### config.mk
export PLATFORM = sky130hd
export DESIGN_NAME = ahb_interrupt_controller_flat
export DESIGN_NICKNAME = d
export VERILOG_FILES = /design/src/rtl/ahb_interrupt_controller_if.sv /design/src/rtl/ahb_interrupt_controller.sv /design/src/flat_wrapper.sv
export SDC_FILE = /design/constraint.sdc
export NUM_CORES = 1
export LEC_CHECK = 0
export ABC_AREA = 1
export CAP_MARGIN = 0
export CORE_ASPECT_RATIO = 0.6
export CORE_MARGIN = 1
export CORE_UTILIZATION = 30
export DETAILED_ROUTE_END_ITERATION = 10
export PLACE_DENSITY = 0.63
export SKIP_LAST_GASP = 1
export SLEW_MARGIN = 5
export SYNTH_ARGS = -nofsm -noshare
export SYNTH_HDL_FRONTEND = slang
export SYNTH_SLANG_ARGS = --single-unit
### constraint.sdc
create_clock -name clk -period 2.5 [get_ports clk]
set_clock_uncertainty 0.05 [all_clocks]
set_input_delay 0.5 -clock clk [delete_from_list [all_inputs] [get_ports clk]]
set_output_delay 0.5 -clock clk [all_outputs]
set_load 0.02 [all_outputs]
### src/rtl/ahb_interrupt_controller_if.sv
// AHB-Lite bus bundle between the multiplexor (master side) and a satellite (slave side).
// hready is the multiplexed bus ready seen by every satellite.
interface ahb_interrupt_controller_if;
  logic        hsel;
  logic [31:0] haddr;
  logic [1:0]  htrans;
  logic        hwrite;
  logic [2:0]  hsize;
  logic [31:0] hwdata;
  logic        hready;
  logic [31:0] hrdata;
  logic        hreadyout;
  logic        hresp;

  modport master (
    output hsel, haddr, htrans, hwrite, hsize, hwdata, hready,
    input  hrdata, hreadyout, hresp
  );

  modport slave (
    input  hsel, haddr, htrans, hwrite, hsize, hwdata, hready,
    output hrdata, hreadyout, hresp
  );
endinterface

### src/rtl/ahb_interrupt_controller.sv
// AHB-Lite interrupt controller: latches up to NUM_SRC sources, fixed lowest-index priority,
// claim/complete handshake through offset 0x0C, single registered irq_out.
module ahb_interrupt_controller #(
  parameter int NUM_SRC = 32
) (
  input  logic                               clk,
  input  logic                               nrst,
  ahb_interrupt_controller_if.slave          bus,
  input  logic [31:0]                        irq_src,
  output logic                               irq_out,
  output logic [1:0]                         dbg_state
);

  localparam logic [31:0] IMPL_MASK =
    (NUM_SRC >= 32) ? 32'hFFFF_FFFF : ((32'h1 << NUM_SRC) - 32'h1);

  // Bus handshake: a transfer is taken when hsel & htrans[1] & hready are high at a clock
  // edge; its data phase completes at the next edge where hready is high. Good transfers
  // use zero wait states; bad ones get the two-cycle ERROR response and no side effects.
  typedef enum logic [1:0] {
    ST_OKAY = 2'd0,
    ST_ERR1 = 2'd1,
    ST_ERR2 = 2'd2
  } resp_state_t;

  resp_state_t resp_state;
  logic        hreadyout_q;
  logic        hresp_q;

  logic [31:0] pending;
  logic [31:0] enable;
  logic [31:0] edge_type;
  logic [31:0] inservice;
  logic [31:0] src_prev;
  logic        irq_q;

  logic        dp_valid;
  logic        dp_write;
  logic [2:0]  dp_addr;

  logic        addr_accept;
  logic        addr_err;
  logic        dp_done;
  logic [31:0] eligible;
  logic [5:0]  claim_id;
  logic [31:0] rd_mux;
  logic        claim_fire;
  logic [31:0] claim_vec;
  logic        cmpl_hit;
  logic [31:0] cmpl_vec;
  logic [31:0] rise;
  logic [31:0] pending_next;
  logic [31:0] inservice_next;
  logic        unused_bits;

  assign addr_accept = bus.hsel & bus.htrans[1] & bus.hready;
  assign addr_err    = (bus.haddr[4:0] > 5'h10) | (bus.hsize != 3'b010);
  assign dp_done     = dp_valid & bus.hready;
  assign eligible    = pending & enable & ~inservice;
  assign unused_bits = &{1'b0, bus.haddr[31:5], bus.haddr[1:0], bus.htrans[0]};

  always_comb begin
    claim_id = '0;
    for (int i = NUM_SRC - 1; i >= 0; i--) begin
      if (eligible[i]) claim_id = 6'(i + 1);
    end
  end

  always_comb begin
    rd_mux = '0;
    case (dp_addr)
      3'd0:    rd_mux = pending;
      3'd1:    rd_mux = enable;
      3'd2:    rd_mux = edge_type;
      3'd3:    rd_mux = {26'd0, claim_id};
      3'd4:    rd_mux = inservice;
      default: rd_mux = '0;
    endcase
  end

  assign claim_fire = dp_done & ~dp_write & (dp_addr == 3'd3) & (claim_id != 6'd0);
  assign claim_vec  = claim_fire ? (32'h1 << (claim_id - 6'd1)) : 32'h0;

  // Out-of-range IDs and IDs of sources not in service simply clear nothing.
  assign cmpl_hit = dp_done & dp_write & (dp_addr == 3'd3) &
                    (bus.hwdata != 32'd0) & (bus.hwdata <= 32'(NUM_SRC));
  assign cmpl_vec = cmpl_hit ? (32'h1 << (bus.hwdata[4:0] - 5'd1)) : 32'h0;

  // Edge sources: a new rising edge beats a simultaneous claim clear.
  assign rise           = irq_src & ~src_prev;
  assign pending_next   = IMPL_MASK & ((edge_type & ((pending & ~claim_vec) | rise)) |
                                       (~edge_type & irq_src));
  assign inservice_next = IMPL_MASK & ((inservice & ~cmpl_vec) | claim_vec);

  always_ff @(posedge clk) begin
    if (!nrst) begin
      resp_state  <= ST_OKAY;
      hreadyout_q <= 1'b1;
      hresp_q     <= 1'b0;
      pending     <= '0;
      enable      <= '0;
      edge_type   <= '0;
      inservice   <= '0;
      src_prev    <= '0;
      irq_q       <= 1'b0;
      dp_valid    <= 1'b0;
      dp_write    <= 1'b0;
      dp_addr     <= '0;
    end else begin
      pending   <= pending_next;
      inservice <= inservice_next;
      src_prev  <= irq_src;
      irq_q     <= |eligible;

      if (dp_done && dp_write && dp_addr == 3'd1) enable    <= bus.hwdata & IMPL_MASK;
      if (dp_done && dp_write && dp_addr == 3'd2) edge_type <= bus.hwdata & IMPL_MASK;

      if (bus.hready) begin
        dp_valid <= addr_accept & ~addr_err;
        dp_write <= bus.hwrite;
        dp_addr  <= bus.haddr[4:2];
      end

      case (resp_state)
        ST_ERR1: begin
          resp_state  <= ST_ERR2;
          hreadyout_q <= 1'b1;
          hresp_q     <= 1'b1;
        end
        default: begin
          if (addr_accept && addr_err) begin
            resp_state  <= ST_ERR1;
            hreadyout_q <= 1'b0;
            hresp_q     <= 1'b1;
          end else begin
            resp_state  <= ST_OKAY;
            hreadyout_q <= 1'b1;
            hresp_q     <= 1'b0;
          end
        end
      endcase
    end
  end

  assign bus.hrdata    = dp_valid ? rd_mux : 32'h0;
  assign bus.hreadyout = hreadyout_q;
  assign bus.hresp     = hresp_q;
  assign irq_out       = irq_q;
  assign dbg_state     = resp_state;

endmodule

### src/flat_wrapper.sv
// flat-port wrapper written by rule: the top's interface ports become plain ports
module ahb_interrupt_controller_flat 
#(
  parameter int NUM_SRC = 32
)
  (clk, nrst, irq_src, irq_out, dbg_state, bus_hsel, bus_haddr, bus_htrans, bus_hwrite, bus_hsize, bus_hwdata, bus_hready, bus_hrdata, bus_hreadyout, bus_hresp);
  ahb_interrupt_controller_if bus_i ();
  input  logic clk;
  input  logic nrst;
  input  logic [31:0] irq_src;
  output logic irq_out;
  output logic [1:0] dbg_state;
  input wire logic [$bits(bus_i.hsel)-1:0] bus_hsel;
  input wire logic [$bits(bus_i.haddr)-1:0] bus_haddr;
  input wire logic [$bits(bus_i.htrans)-1:0] bus_htrans;
  input wire logic [$bits(bus_i.hwrite)-1:0] bus_hwrite;
  input wire logic [$bits(bus_i.hsize)-1:0] bus_hsize;
  input wire logic [$bits(bus_i.hwdata)-1:0] bus_hwdata;
  input wire logic [$bits(bus_i.hready)-1:0] bus_hready;
  output wire logic [$bits(bus_i.hrdata)-1:0] bus_hrdata;
  output wire logic [$bits(bus_i.hreadyout)-1:0] bus_hreadyout;
  output wire logic [$bits(bus_i.hresp)-1:0] bus_hresp;
  assign bus_i.hsel = bus_hsel;
  assign bus_i.haddr = bus_haddr;
  assign bus_i.htrans = bus_htrans;
  assign bus_i.hwrite = bus_hwrite;
  assign bus_i.hsize = bus_hsize;
  assign bus_i.hwdata = bus_hwdata;
  assign bus_i.hready = bus_hready;
  assign bus_hrdata = bus_i.hrdata;
  assign bus_hreadyout = bus_i.hreadyout;
  assign bus_hresp = bus_i.hresp;
  ahb_interrupt_controller #(.NUM_SRC(NUM_SRC)) u_core (.clk(clk), .nrst(nrst), .bus(bus_i), .irq_src(irq_src), .irq_out(irq_out), .dbg_state(dbg_state));
endmodule
* Word level (Yosys, flattened, before mapping)
Index checks and enable logic that the tools add are counted.
** Storage, ports and cells
- Register bits :: 170
- Output and inout bits :: 37
** Operators by class
- Add/subtract/negate cells :: 2
- Magnitude comparators :: 2
- Equality and inequality tests :: 6
- Shift operators :: 2
- Muxes and demuxes :: 41
- Bitwise logic cells :: 30
- Reductions and logical operators :: 9
** Operators by type and width (number)
- $and 32x32->32 :: 7
- $mux 6 :: 32
- $not 32->32 :: 5
- $pmux 32 s5 :: 1
- $mux 32 :: 3
- $or 32x32->32 :: 3
- $le 32x6->1 const B :: 1
- $reduce_bool 32->1 :: 1
- $reduce_or 32->1 :: 1
- $shl 1x5->32 const A :: 1
- $shl 1x6->32 const A :: 1
- $and 1x1->1 :: 11
- $eq 3x2->1 const B :: 2
- $reduce_bool 6->1 :: 1
- $sub 6x1->6 const B :: 1
- $gt 5x5->1 const B :: 1
- $sub 5x1->5 const B :: 1
- $logic_and 1x1->1 :: 4
- $mux 1 :: 4
- $eq 3x1->1 const B :: 1
- $eq 3x3->1 const B :: 1
- $logic_not 3->1 :: 1
- $ne 3x2->1 const B :: 1
- $not 1->1 :: 3
- other kinds (4) :: 4

* Depth between registers and ports, before layout
Gate-level depths: netlist of the first run.
- Word-level depth :: 42
- Depth in mapped cells :: 36

* Worst setup path after synthesis of the first run
No wires, ideal clock.
- Path kind :: reg2out
- Start :: reg u_core.pending[30]
- End :: out bus_hrdata[0]
- Arrival :: 2.310 ns
- Data required time :: 1.950 ns
- Setup slack :: -0.360 ns
- Stages on the path, launching flop included :: 35
- Path through :: dfxtp_1 > nand2_1 > nor2_2 > nand2_1 > nand2_1 > nand2_1 > nand2_1 > nand2_1 > nand2_1 > nand2_1 > nand2_1 > nand2_1 > nand2_1 > nand2_1 > nand2_1 > nand2_1 > nand2_1 > nand2_1 > nand2_1 > nand2_1 > nand2_1 > nand2_1 > nand2_1 > nand2_1 > nand2_1 > nand2_1 > nand2_1 > nand2_1 > nand2_1 > nand2_1 > nand2_2 > nand2_4 > nand2_2 > nand2_1 > a31oi_1
** On the way
- Word-level cells in the longest chain between the ends :: 35
** RTL lines
- from (decl) :: RTL line ahb_interrupt_controller.sv:30 : logic [31:0] pending;
- from (signal assigned) :: RTL line ahb_interrupt_controller.sv:110 : pending <= pending_next;
- $and 32x32->32 (2 in a row) :: RTL line ahb_interrupt_controller.sv:59 : assign eligible = pending & enable & ~inservice;
- $mux 6 (31 in a row) :: RTL line ahb_interrupt_controller.sv:65 : if (eligible[i]) claim_id = 6'(i + 1);
- $pmux 32 s5 :: RTL line ahb_interrupt_controller.sv:71 : case (dp_addr)
- $mux 32 :: RTL line ahb_interrupt_controller.sv:145 : assign bus.hrdata = dp_valid ? rd_mux : 32'h0;
- to (decl) :: RTL line flat_wrapper.sv:20 : output wire logic [$bits(bus_i.hrdata)-1:0] bus_hrdata;
Every way passes these cells.

* Worst setup path after layout of the first run
- Start :: reg u_core.enable[30]
- End :: out bus_hrdata[0]
** On the way
- Word-level cells in the longest chain between the ends :: 35
** RTL lines
- from (decl) :: RTL line ahb_interrupt_controller.sv:31 : logic [31:0] enable;
- from (signal assigned) :: RTL line ahb_interrupt_controller.sv:115 : if (dp_done && dp_write && dp_addr == 3'd1) enable <= bus.hwdata & IMPL_MASK;
- $and 32x32->32 (2 in a row) :: RTL line ahb_interrupt_controller.sv:59
- $mux 6 (31 in a row) :: RTL line ahb_interrupt_controller.sv:65
- $pmux 32 s5 :: RTL line ahb_interrupt_controller.sv:71
- $mux 32 :: RTL line ahb_interrupt_controller.sv:145
Every way passes these cells.

==> results of run 1 <==
-- worst max-delay path, delay by kind of cell, from the launching register on --
family	cells	cell delay, ns
compound gates	1	0.18
buf+inv	1	0.14
flops	1	0.34
simple gates	33	1.92
-- cells in the mapped netlist (all sizes together) --
master  count  share of area
nand2     207           0.10
dfxtp     170           0.43
inv       165          0.078
nor2      121          0.060
o21ai      98          0.062
a21oi      94          0.061
nand3      79          0.056
clkbuf     50          0.025
nor3       42          0.028
a221oi     32          0.035
o22ai      24          0.019
nand4      16          0.013
a21o        9         0.0085
nor4        9         0.0071
clkinv      6         0.0028
a31oi       5         0.0039
buf         2        0.00094
o31ai       2         0.0019
a41o        1         0.0013
and2        1        0.00079
nand3b      1        0.00094
o211ai      1        0.00094
o21bai      1         0.0024
o32ai       1         0.0011
o41ai       1         0.0011
or2         1        0.00079
or3         1        0.00079
or4         1        0.00094
xnor2       1         0.0011
-- sequential cells by signal, indices dropped and copies added, names as in the netlist --
name / flops
u_core.pending: 32
u_core.bus.hreadyout: 1
u_core.dp_addr: 3
u_core.bus.hresp: 1
u_core.dp_valid: 1
u_core.dp_write: 1
u_core.inservice: 32
u_core.dbg_state: 2
u_core.src_prev: 32
u_core.irq_out: 1
u_core.edge_type: 32
u_core.enable: 32
-- metrics by stage --
| stage | hold slack [ns] | utilization |
|---|---|---|
| 2_1_floorplan | 0.393 | - |
| 3_3_place_gp | 0.403 | 0.440 |
| 3_5_place_dp | 0.409 | 0.440 |
| 4_1_cts | 0.368 | 0.479 |
| 5_1_grt | 0.385 | 0.518 |
| 6_report | 0.371 | 0.518 |
-- power by group through the flow --
stage          sequential [mW]  combinational (mW)  clock [mW]
3_5_place_dp              2.86               0.614           0
3_3_place_gp              2.86               0.610           0
4_1_cts                   2.80               0.646        2.69
2_1_floorplan             2.86               0.206           0
5_1_grt                   2.81               0.815        2.82
6_report                  2.81               0.768        2.66
-- per-layer routing --
metal,vias to the layer above,track usage,part of all wire
met2,348,0.336,0.41
met1,4546,0.360,0.51
met3,24,0.0443,0.066
li1,4503,-,-
met4,0,0.0537,0.012
met5,-,0,0
-- cell type report --
cell class / count / share of cell area
Multi-Input combinational cell: 749 / 0.356
Timing Repair Buffer: 379 / 0.259
Sequential cell: 170 / 0.257
Inverter: 171 / 0.0503
Clock buffer: 20 / 0.0343
Tap cell: 352 / 0.0331
Clock inverter: 10 / 0.00913
-- cells by family (layout without fill, tap and decap cells) --
group                     count (synthesis)  in the layout  share of synthesized area
AOI/OAI and AO/OA                       269            269                      0.198
xor gates and xnor gates                  1              1                    0.00110
buffers and inverters                   223            580                      0.106
DFF                                     170            170                      0.428
and+or+nand+nor                         479            479                      0.267
-- worst paths after layout --
check / startpoint / to / slack [ns]
worst max-delay path: u_core.enable[30] / bus_hrdata[0] / -1.07
worst min-delay path: bus_hwdata[10] / u_core.edge_type[10] / 0.37
worst max register to register: u_core.enable[30] / u_core.pending[4] / -0.67
worst min register to register: u_core.inservice[23] / u_core.inservice[23] / 0.42
-- what timing repair did --
| item | CTS | global route |
|---|---|---|
| gates cloned | 0 | 2 |
| endpoints found under the setup margin | 95 | 95 |
| buffers inserted | 12 | 26 |
| pin swaps | 25 | 58 |
| resized for setup | 235 | 190 |
| hold buffers | 0 | 0 |
==> results.tsv, run 1 <==
stage	metric	value	unit
outcome	status	complete, but fails checks	
outcome	violations	setup timing	
cells_and_area	final_cells	1851	
cts	root_buffer	clkbuf_16	
sta	min_period	3.57	ns
global_routing	grt_pass1_vias	8659	
sta	fin_tns_setup	-35.15	ns
worst_hold_path	min_path_type	in2reg	
place	portBuffers	114	
routing	drt-initial-drc-count	715	
logic_synthesis	ys_seq_area_frac	0.428	
sta	final.period_utilization	1.43	
cells_and_area	final_common_cell	buf_4	
routing	drcViolationCount	0	
place	hpwl	23700	um
critical_path	crit_slowest_cell	dfxtp_2	
cells_and_area	register_area	0.00342	mm2
cells_and_area	area_delta_synth_final	67.2	%
place	place_congestion	0.957	
logic_synthesis	yosys_warnings	0	
critical_path	r2r.worst_path.cells	36	
sta	rsz0062_at_grt	true	
global_routing	antenna_found_initial	2	
critical_path	cp.arrival	3.02	ns
critical_path	critical_path_class	reg2out	
place	placed_cells	1790	
cts	clkTransAtPathRegs	0.07	ns
place	placed_cell_area	0.0113	mm2
logic_synthesis	yosys.cell_types.count	40	
cells_and_area	fin_area	0.0133	mm2
critical_path	crit_fanout	2	
cts	clk_latency	0.46	ns
global_routing	track_usage	0.236	
routing	vias	9421	
die	dieArea	0.0272	mm2
cells_and_area	diodes	0	
cells_and_area	drive_above_1_share	0.348	
global_routing	grt_max_degree	58	
place	pre_cts_ws	-1.01	ns
die	die_w	212	um
cts	htreeDepth	4	
sta	slew_headroom	0.393	
die	ios	143	
sta	tightestPinTransition	0.910	ns
power	pwr-share-clk	0.427	
power	power.total	6.24	mW
cts	clock_path_buffers	2	
die	coreArea	0.0257	mm2
routing	first_pass_iters	5	
sta	fmax	0.280	GHz
critical_path	required	1.95	ns
logic_synthesis	synth.cell_area	0.00795	mm2
logic_synthesis	ys_seq_elements	170	
critical_path	slowest_delay	0.34	ns
power	p_sw	1.57	mW
critical_path	endpoint_kind	primary output	
cells_and_area	nets	1594	
power	combPwrFrac	0.123	
die	initial_core_util	0.310	
cts	cts_buffers	17	
power	max-vdd-ir-drop	0.351	mV
power	sw_frac_of_total	0.252	
sta	fin_ws	-1.07	ns
logic_synthesis	syn-num-nets	1248	
die	rows	45	
critical_path	startpoint_type	flip-flop	
run	maxCapViolCount	0	
power	powerDensity	469	mW/mm2
cts	cts_tree	built	
sta	hold_violations	0	
cts	cts.sinks	170	
routing	routed_wl	33300	um
logic_synthesis	synth_cells	1142	
power	p_leak	5.57	nW
die	die_height	128	um
critical_path	timing.critical_path.mode_cell	nand2_1	
routing	avgViaCountPerCell	5.09	
routing	antenna_left	0	
sta	final-setup-viol-count	92	
cells_and_area	multiInputGateArea	0.00474	mm2
power	p_seq_frac	0.450	
sta	final-max-slew-violation-count	0	
global_routing	grt_overflow	0	
global_routing	grt_pass1_wl	48200	um
cells_and_area	layout_common_cells	buf_4 (250), nand2_1 (187), dfxtp_1 (158), inv_1 (146), nor2_1 (102)	
logic_synthesis	avgSynthCellArea	6.96	um2
cells_and_area	n_fill_cell	2500	
routing	routedWlPerCell	18.0	um
power	p_int	4.66	mW
worst_hold_path	min_path_cells	4	
Note: power is estimated with default switching activity, not from simulation.
==> inputs of run 2 (changes only) <==
Settings changed: RECOVER_POWER from default to 50.
==> run 2 against run 1 <==
The flow still finishes with violations (setup timing). Cell count is the same. Maximum frequency rose by 0.16%. Sequential power about the same. Worst hold slack better by 0.0039 ns. Critical path type unchanged. Largest power group unchanged.
==> results.tsv, run 2 (same netlist as run 1, synthesis figures left out) <==
stage	metric	value	unit
cells_and_area	diodes	0	
cts	clkTransAtPathRegs	0.07	ns
die	ios	143	
die	initial_core_util	0.310	
die	rows	45	
outcome	status	complete, but fails checks	
run	maxCapViolCount	0	
die	dieArea	0.0272	mm2
sta	hold_ws	0.375	ns
worst_hold_path	min_path_type	in2reg	
global_routing	grt_overflow	0	
cells_and_area	final_common_cell	buf_4	
routing	routed_wl	33200	um
outcome	violations	setup timing	
sta	min_period	3.56	ns
cells_and_area	layout_common_cells	buf_4 (244), nand2_1 (187), dfxtp_1 (158), inv_1 (147), nor2_1 (102)	
critical_path	startpoint_type	flip-flop	
global_routing	use_met3	0.0443	
routing	vias	9376	
routing	avgViaCountPerCell	5.07	
cells_and_area	drive_above_1_share	0.344	
cts	hold_buffers	0	
routing	first_pass_iters	6	
power	max-vdd-ir-drop	0.350	mV
die	die_height	128	um
place	place_congestion	0.957	
critical_path	cp.arrival	3.01	ns
cts	cts_tree	built	
power	p_leak	5.56	nW
cts	root_buffer	clkbuf_16	
cells_and_area	area_delta_synth_final	66.6	%
global_routing	grt_max_degree	58	
routing	routedWlPerCell	17.9	um
sta	fin_ws	-1.06	ns
critical_path	critical_path_class	reg2out	
die	die_w	212	um
global_routing	antenna_found_initial	2	
place	hpwl	23700	um
sta	slew_headroom	0.304	
routing	antenna_left	0	
critical_path	endpoint_kind	primary output	
sta	tightestPinTransition	1.04	ns
cts	clock_path_buffers	2	
critical_path	slowest_delay	0.33	ns
critical_path	crit_fanout	2	
sta	rsz0062_at_grt	true	
place	portBuffers	114	
sta	final-max-slew-violation-count	0	
routing	drt-initial-drc-count	661	
cts	clk_latency	0.46	ns
cells_and_area	nets	1594	
global_routing	grt_util_met2	0.336	
routing	drcViolationCount	0	
global_routing	busiest_layer	met1	
sta	final.period_utilization	1.42	
global_routing	grt_pass1_wl	48200	um
die	coreArea	0.0257	mm2
critical_path	timing.critical_path.mode_cell	nand2_1	
critical_path	crit_slowest_cell	dfxtp_2	
power	powerDensity	470	mW/mm2
sta	final-setup-viol-count	92	
global_routing	grt_pass1_vias	8659	
cts	htreeDepth	4	
sta	fin_tns_setup	-34.72	ns
sta	fmax	0.281	GHz
global_routing	track_usage	0.236	
critical_path	required	1.95	ns
global_routing	use_met1	0.360	
cts	cts_buffers	17	
sta	hold_violations	0	
cts	cts.sinks	170	
==> run 2: repair_timing <==
action | CTS | global route
setup buffers | 12 | 26
pin swaps | 25 | 58
cloned | 0 | 2
endpoints found under the setup margin | 95 | 95
resized for setup | 235 | 190
==> run 2: final timing paths <==
path	cells past startpoint	end	startpoint	slack, ns
worst min register to register	2	u_core.inservice[23]	u_core.inservice[23]	0.42
worst max-delay path	35	bus_hrdata[0]	u_core.enable[30]	-1.06
worst max register to register	36	u_core.pending[4]	u_core.enable[30]	-0.66
worst min-delay path	4	u_core.edge_type[10]	bus_hwdata[10]	0.38
==> run 2: per-stage QoR <==
stage	instances	setup slack (ns)	area (um2)	power, mW	util
after global routing	1851	-1.31	13200	6.44	0.516
after detailed placement	1790	-1.01	11300	3.47	0.440
after floorplan	1142	-0.210	7990	3.06	-
after global placement	1790	-1.01	11300	3.47	0.440
final	1851	-1.06	13200	6.22	0.516
after CTS	1829	-0.977	12300	6.14	0.479
==> run 2: cell type report <==
type,count,area (um2)
well taps,352,440
repair buffers,379,3400
flip-flops and latches,170,3420
clock inverters,10,121
fillers,2505,12400
inverters,171,669
clock buffers,20,457
multi-input cells,749,4740
==> run 2: critical path, delay by kind of cell (launching register included) <==
kind | cells | cell delay (ns)
AOI/OAI and AO/OA | 1 | 0.18
buffers and inverters | 1 | 0.14
and+or+nand+nor | 33 | 1.92
DFF | 1 | 0.33
==> run 2: power by group <==
group / switching [mW] / internal, mW / leakage (nW)
Clock: 1.14 / 1.51 / 0.270
Combinational: 0.388 / 0.373 / 3.89
Sequential: 0.0350 / 2.77 / 1.39
==> run 2: layer usage <==
| layer | wire length (um) | part of all wire |
|---|---|---|
| met5 | 0 | 0 |
| met4 | 382 | 0.012 |
| met3 | 2190 | 0.066 |
| met2 | 13700 | 0.41 |
| met1 | 16900 | 0.51 |
